**src/rtl/disp_scan.sv**
```systemverilog
// Four-digit multiplexed seven-segment scanner with a load-strobed shadow register.
// Optional macro DISP_ZERO_BLANK_EN blanks leading-zero digits (digit0 is never blanked).
module disp_scan #(
  parameter int DIV_W = 17
) (
  input  logic        clk,
  input  logic        rstn,
  input  logic [15:0] hex,
  input  logic [3:0]  point,
  input  logic        load,
  output logic [3:0]  AN,
  output logic [7:0]  SEGMENT
);

  logic [DIV_W-1:0] refresh_cnt;
  logic [1:0]       digit_idx;
  logic [15:0]      shadow_hex;
  logic [3:0]       shadow_pt;
  logic [3:0]       cur_nib;
  logic [6:0]       cur_seg;
  logic             slot_start;
  logic             slot_end;

  function automatic logic [6:0] seg_decode(input logic [3:0] nib);
    logic [6:0] s;
    case (nib)
      4'h0: s = 7'h40;
      4'h1: s = 7'h79;
      4'h2: s = 7'h24;
      4'h3: s = 7'h30;
      4'h4: s = 7'h19;
      4'h5: s = 7'h12;
      4'h6: s = 7'h02;
      4'h7: s = 7'h78;
      4'h8: s = 7'h00;
      4'h9: s = 7'h10;
      4'hA: s = 7'h08;
      4'hB: s = 7'h03;
      4'hC: s = 7'h46;
      4'hD: s = 7'h21;
      4'hE: s = 7'h06;
      default: s = 7'h0E;
    endcase
    return s;
  endfunction

`ifdef DISP_ZERO_BLANK_EN
  // A digit is a leading zero when it and every more significant nibble are zero.
  function automatic logic leading_zero(input logic [15:0] h, input logic [1:0] idx);
    logic z;
    case (idx)
      2'd3:    z = (h[15:12] == 4'h0);
      2'd2:    z = (h[15:8] == 8'h00);
      2'd1:    z = (h[15:4] == 12'h000);
      default: z = 1'b0;
    endcase
    return z;
  endfunction
`endif

  assign slot_start = (refresh_cnt == '0);
  assign slot_end   = (refresh_cnt == '1);

  always_comb begin
    cur_nib = shadow_hex[digit_idx*4 +: 4];
`ifdef DISP_ZERO_BLANK_EN
    cur_seg = leading_zero(shadow_hex, digit_idx) ? 7'h7F : seg_decode(cur_nib);
`else
    cur_seg = seg_decode(cur_nib);
`endif
  end

  // Output register stage: one cycle behind counter, index and shadow.
  always_ff @(posedge clk) begin
    if (!rstn) begin
      refresh_cnt <= '0;
      digit_idx   <= 2'd0;
      shadow_hex  <= 16'h0000;
      shadow_pt   <= 4'h0;
      AN          <= 4'hF;
      SEGMENT     <= 8'hFF;
    end else begin
      refresh_cnt <= refresh_cnt + 1'b1;
      if (slot_end)
        digit_idx <= digit_idx + 2'd1;
      if (load) begin
        shadow_hex <= hex;
        shadow_pt  <= point;
      end
      if (slot_start) begin
        AN      <= 4'hF;
        SEGMENT <= 8'hFF;
      end else begin
        AN      <= ~(4'b0001 << digit_idx);
        SEGMENT <= {~shadow_pt[digit_idx], cur_seg};
      end
    end
  end

endmodule

```
**config.mk**
```make
export PLATFORM = sky130hd
export DESIGN_NAME = disp_scan
export DESIGN_NICKNAME = d
export VERILOG_FILES = /design/src/rtl/disp_scan.sv
export SDC_FILE = /design/constraint.sdc
export NUM_CORES = 1
export LEC_CHECK = 0
export ABC_AREA = 1
export CORE_ASPECT_RATIO = 1.5
export CORE_MARGIN = 10
export CORE_UTILIZATION = 50
export CTS_BUF_LIST = sky130_fd_sc_hd__clkbuf_4 sky130_fd_sc_hd__clkbuf_8 sky130_fd_sc_hd__clkbuf_16
export DETAILED_ROUTE_END_ITERATION = 10
export PLACE_DENSITY_LB_ADDON = 0.05
export RECOVER_POWER = 100
export SLEW_MARGIN = 20
export SYNTH_ARGS = -nofsm -noshare
export SYNTH_HDL_FRONTEND = slang
export SYNTH_SLANG_ARGS = --single-unit
```
**constraint.sdc**
```tcl
create_clock -name clk -period 3 [get_ports clk]
set_clock_uncertainty 0.1 [all_clocks]
set_input_delay 0.6 -clock clk [delete_from_list [all_inputs] [get_ports clk]]
set_output_delay 0.6 -clock clk [all_outputs]
set_load 0.02 [all_outputs]
```
After elaboration in Yosys (flattened, before gate mapping)
Memory sizes are Yosys's and may differ from the RTL's. A register that Yosys moved wholly into a read port is not among the register bits.
Cells that the tools add are included.
{"block": "totals", "inputBits": 23, "romBits": 112, "ff_bits": 51, "wordCells": 20, "n_memories": 1}
{"name": "(no name shown)", "depth": 16, "word_bits": 7, "read_ports": 1, "rd_ports_with_merged_regs": 1, "write_ports": 0, "line_no": "26", "source": "case (nib)"}
{"block": "op_classes", "n_eq_ne": 1, "shifts": 2, "n_bitwise": 3, "magnitude_cmp": 1, "n_mux": 2, "add_sub_neg": 2, "n_reduce_logical": 2}
{"operator": "$add A17 B1 Y17 const B", "count": 1}
{"operator": "$eq A17 B17 Y1 const B", "count": 1}
{"operator": "$logic_not A17 Y1", "count": 1}
{"operator": "$shiftx A16 B5 Y4", "count": 1}
{"operator": "$not A4 Y4", "count": 1}
{"operator": "$shl A1 B2 Y4 const A", "count": 1}
{"operator": "$lt A2 B3 Y1 const B", "count": 1}
{"operator": "$add A2 B1 Y2 const B", "count": 1}
{"operator": "$bmux W1 S2", "count": 1}
{"operator": "$not A1 Y1", "count": 2}
{"operator": "$reduce_or A2 Y1", "count": 1}
{"operator": "$mux W1", "count": 1}

Logic depth before layout (Yosys ltp)
{"block": "depth", "word_depth": 3, "mapped_depth": 11, "depth_no_buf": 10}

Least setup slack after synthesis
No wires, ideal clock.
{"block": "synth_timing", "path_type": "flip-flop to flip-flop", "startpoint": "register refresh_cnt[0]", "endpoint": "register digit_idx[0]", "n_path_buf": 0, "period_less_slack_ns": 1.702, "path_stages_with_launch": 10, "path_slack_ns": 1.298, "arrival_time_ns": 1.483, "cell_sequence": "dfxtp_1 -> ha_1 -> nand2_2 -> nor3_2 -> nand2_1 -> nor3_1 -> ha_1 -> inv_1 -> o21ai_0 -> a21oi_1"}
{"block": "synth_via", "elab_chain_len": 1}
{"element": "from (decl)", "line_no": "15", "source": "logic [DIV_W-1:0] refresh_cnt;"}
{"element": "from (signal assigned)", "line_no": "83", "source": "refresh_cnt <= refresh_cnt + 1'b1;"}
{"element": "$eq A17 B17 Y1", "line_no": "62", "source": "assign slot_end = (refresh_cnt == '1);"}
{"element": "to (signal assigned)", "line_no": "85", "source": "digit_idx <= digit_idx + 2'd1;"}
{"element": "to (decl)", "line_no": "16", "source": "logic [1:0] digit_idx;"}
Every way passes these cells.
A chain may end at the register's enable or synchronous reset.

==> impl_results.md <==
- Status: finished, final reports clean
- Largest net degree at the start of global routing: 26
- Synth Area in Compound Gates: 0.0925
- Worst hold path class: register to register
- Critical Path RT: 3.14 ns
- CTS tree: built
- CTS clk-pin slew, worst paths: 0.09 ns
- Syn nets: 368
- Reg power frac: 0.546
- First-pass GRT wire length: 8.82 mm
- Proportion of layout cells with a drive suffix above 1: 0.0815
- Drc violations: 0
- Commonest non-fill, non-tap cell in the layout: nand2_1
- #FFs+latches synth: 51
- Fmax: 441 MHz
- Hold EP: shadow_pt[0]
- Gp weighted congestion: 0.864
- Top-Level Pins: 35
- Arr. time, crit path: 2.40 ns
- Slowest Stage Delay on Critical Path: 0.73 ns
- Clock latency on the worst-skew pair: 0.30 ns
- Post-synthesis adder-cell area fraction: 0.0676
- Fillers: 452
- RSZ-0062 raised after global routing: false
- Worst-path fanout max: 25
- Largest family of logic cells by synthesized area: simple AND/OR/NAND/NOR gates
- Seq/Total Area, Yosys: 0.424
- Final Setup Violations: 0
- Synth Area in XOR/XNOR: 0.00364
- Effective utilization at floorplan: 0.526
- Layout Utilization: 0.630
- Max Cap Viol: 0
- Post-CTS setup buffer count: 0
- YS warnings: 0
- Internal: 1010 uW
- Initial DRC count: 155
- Slew @ Worst Pin: 0.874 ns
- Avg Inst Size Synth: 7.25 sq um
- Grt ovf: 0
- CP bufs+invs: 2
- Distinct cells, synth: 23
- Setup TNS: 0 ns
- Simple-Gate Fraction of Synth Area: 0.345
- Site Rows: 30
- Clock sink count: 51
- Worst reg2reg endpoint: SEGMENT[3]
- ANT nets after route: 0
- Dpl hpwl: 3.79 mm
- Switch share: 0.240
- Vias/cell: 4.85
- H-Tree Level Count: 2
- Psw: 318 uW
- Clk buf depth: 2
- Min Tclk post-route: 2.27 ns
- Vias in the first global route: 2105
- R2R setup slack: 0.91 ns
- RR Startpoint: digit_idx[0]
- Mapped Area: 2410 sq um
- Die H: 105 um
- ANT cells: 0
- Die ar.: 8050 sq um
- Hold Slack: 0.361 ns
- Power density over the cells: 460 nW/um^2
- Max VDD drop: 0.344 mV
- Core area: 4580 sq um
- Final WL: 4.95 mm
- Post-Synthesis Cells: 332
- Most frequent cells in the layout: 74 x nand2_1, 69 x nor2_1, 51 x dfxtp_1
- First-pass iteration count of the detailed router: 4
- Global Route Usage Sum: 0.128
- Hold_sp: shadow_pt[0]
- Clock power frac: 0.322
- Port buffer count: 34
- Root Buffer Master: clkbuf_8
- CP Class: input pin to register
- Worst hold stages: 2
- Total CTS buffers: 5
- Critical path's slowest cell: dlygate4sd3_1
- Pleak: 0.00121 uW
- CTS resizes: 0
- CTS Hold Bufs: 0
- Final Hold Viols: 0
- Final slew viol count: 0
- Initial antenna violation count: 0
- Wirelength per Cell: 11.5 um
- Crit path cell chain: dlygate4sd3_1, clkbuf_1, o21ai_0, a21oi_1
- Logic pwr share: 0.132
- Fin nets: 403
- Reg2Reg Depth: 10
- Area growth, synth to finish: 19.8%
- Final Cycle Share: 0.756
- Worst setup SP type: input pin
- CP top delay family: buffers and inverters
- Vias: 2094
- Mux contribution to synthesized area: 0
- Crit path capture type: register
- Worst slew margin: 0.417
- Die width: 76.7 um
layout make-up:
type	count	area (sq um)	area share
Clock buffer	8	104	0.0360
Timing Repair Buffer	37	359	0.125
Multi-Input combinational cell	243	1210	0.419
Sequential cell	51	1020	0.354
Inverter	29	111	0.0386
Tap cell	64	80.1	0.0278
worst reg2reg max path, stage by stage (launching register included):
cell	delay, ns
dfxtp_1	0.31
buf_4	0.18
inv_1	0.33
nand2_1	0.09
nand3_1	0.10
nand2_1	0.18
ha_1	0.37
nand3b_1	0.18
nand3_1	0.09
nand2_1	0.05
nand2_1	0.05
worst max-delay path by stage:
stage                               end  cells after the start  slack, ns      startpoint
after CTS                    SEGMENT[6]                     11       1.04    digit_idx[0]
after global routing      shadow_hex[6]                      4       0.57            rstn
after floorplan            digit_idx[0]                      9       1.30  refresh_cnt[0]
after global placement     shadow_pt[0]                      4       1.02            rstn
after detailed placement   shadow_pt[0]                      4       1.01            rstn
final                      digit_idx[1]                      4       0.73            rstn
cell usage after synthesis:
cell | count | area share
nand2_1 | 73 | 0.11
nor2_1 | 66 | 0.10
dfxtp_1 | 51 | 0.42
o21ai_0 | 29 | 0.060
inv_1 | 24 | 0.037
nand3_1 | 21 | 0.044
ha_1 | 13 | 0.068
a21oi_1 | 12 | 0.025
nand3_2 | 6 | 0.025
clkbuf_1 | 5 | 0.0078
nand2_2 | 5 | 0.013
nor2_2 | 5 | 0.013
inv_2 | 4 | 0.0062
buf_2 | 2 | 0.0042
buf_6 | 2 | 0.0094
nand2_4 | 2 | 0.0094
nand3b_1 | 2 | 0.0062
nand4_1 | 2 | 0.0052
nor3_1 | 2 | 0.0042
nor3_2 | 2 | 0.0083
o21ai_2 | 2 | 0.0073
inv_4 | 1 | 0.0026
xor2_1 | 1 | 0.0036
per-layer routing:
| metal | global-route usage | routed length, um |
|---|---|---|
| met3 | 0.0292 | 161 |
| met2 | 0.249 | 2610 |
| met4 | 0.0453 | 55 |
| met5 | 0 | 0 |
| met1 | 0.128 | 2120 |
flip-flops by register name, indices dropped and copies added, names as in the netlist:
| signal | flops |
|---|---|
| refresh_cnt | 17 |
| shadow_hex | 16 |
| SEGMENT | 8 |
| AN | 4 |
| shadow_pt | 4 |
| digit_idx | 2 |
logic make-up (layout without fill, tap and decap cells):
logic type / after synthesis / count (layout)
adders and majority gates: 13 / 13
buffers and inverters: 38 / 74
DFF: 51 / 51
AOI/OAI and AO/OA: 43 / 43
xor gates and xnor gates: 1 / 1
and+or+nand+nor: 186 / 186
stage by stage:
stage	total power [uW]	cell area, sq um	worst slack, ns	instances
after detailed placement	923	2800	1.01	424
after global placement	921	2800	1.02	424
after floorplan	846	2410	1.30	332
final	1330	2880	0.731	432
after CTS	1350	2900	1.04	432
after global routing	1400	2880	0.572	432
power groups by stage:
stage	combinational (uW)	sequential (uW)	clock, uW
floorplan	92.9	753	0
global placement	181	740	0
detailed placement	183	740	0
CTS	184	725	446
global route	199	729	468
finish	175	724	427
Power figures use the tool's default switching activity.
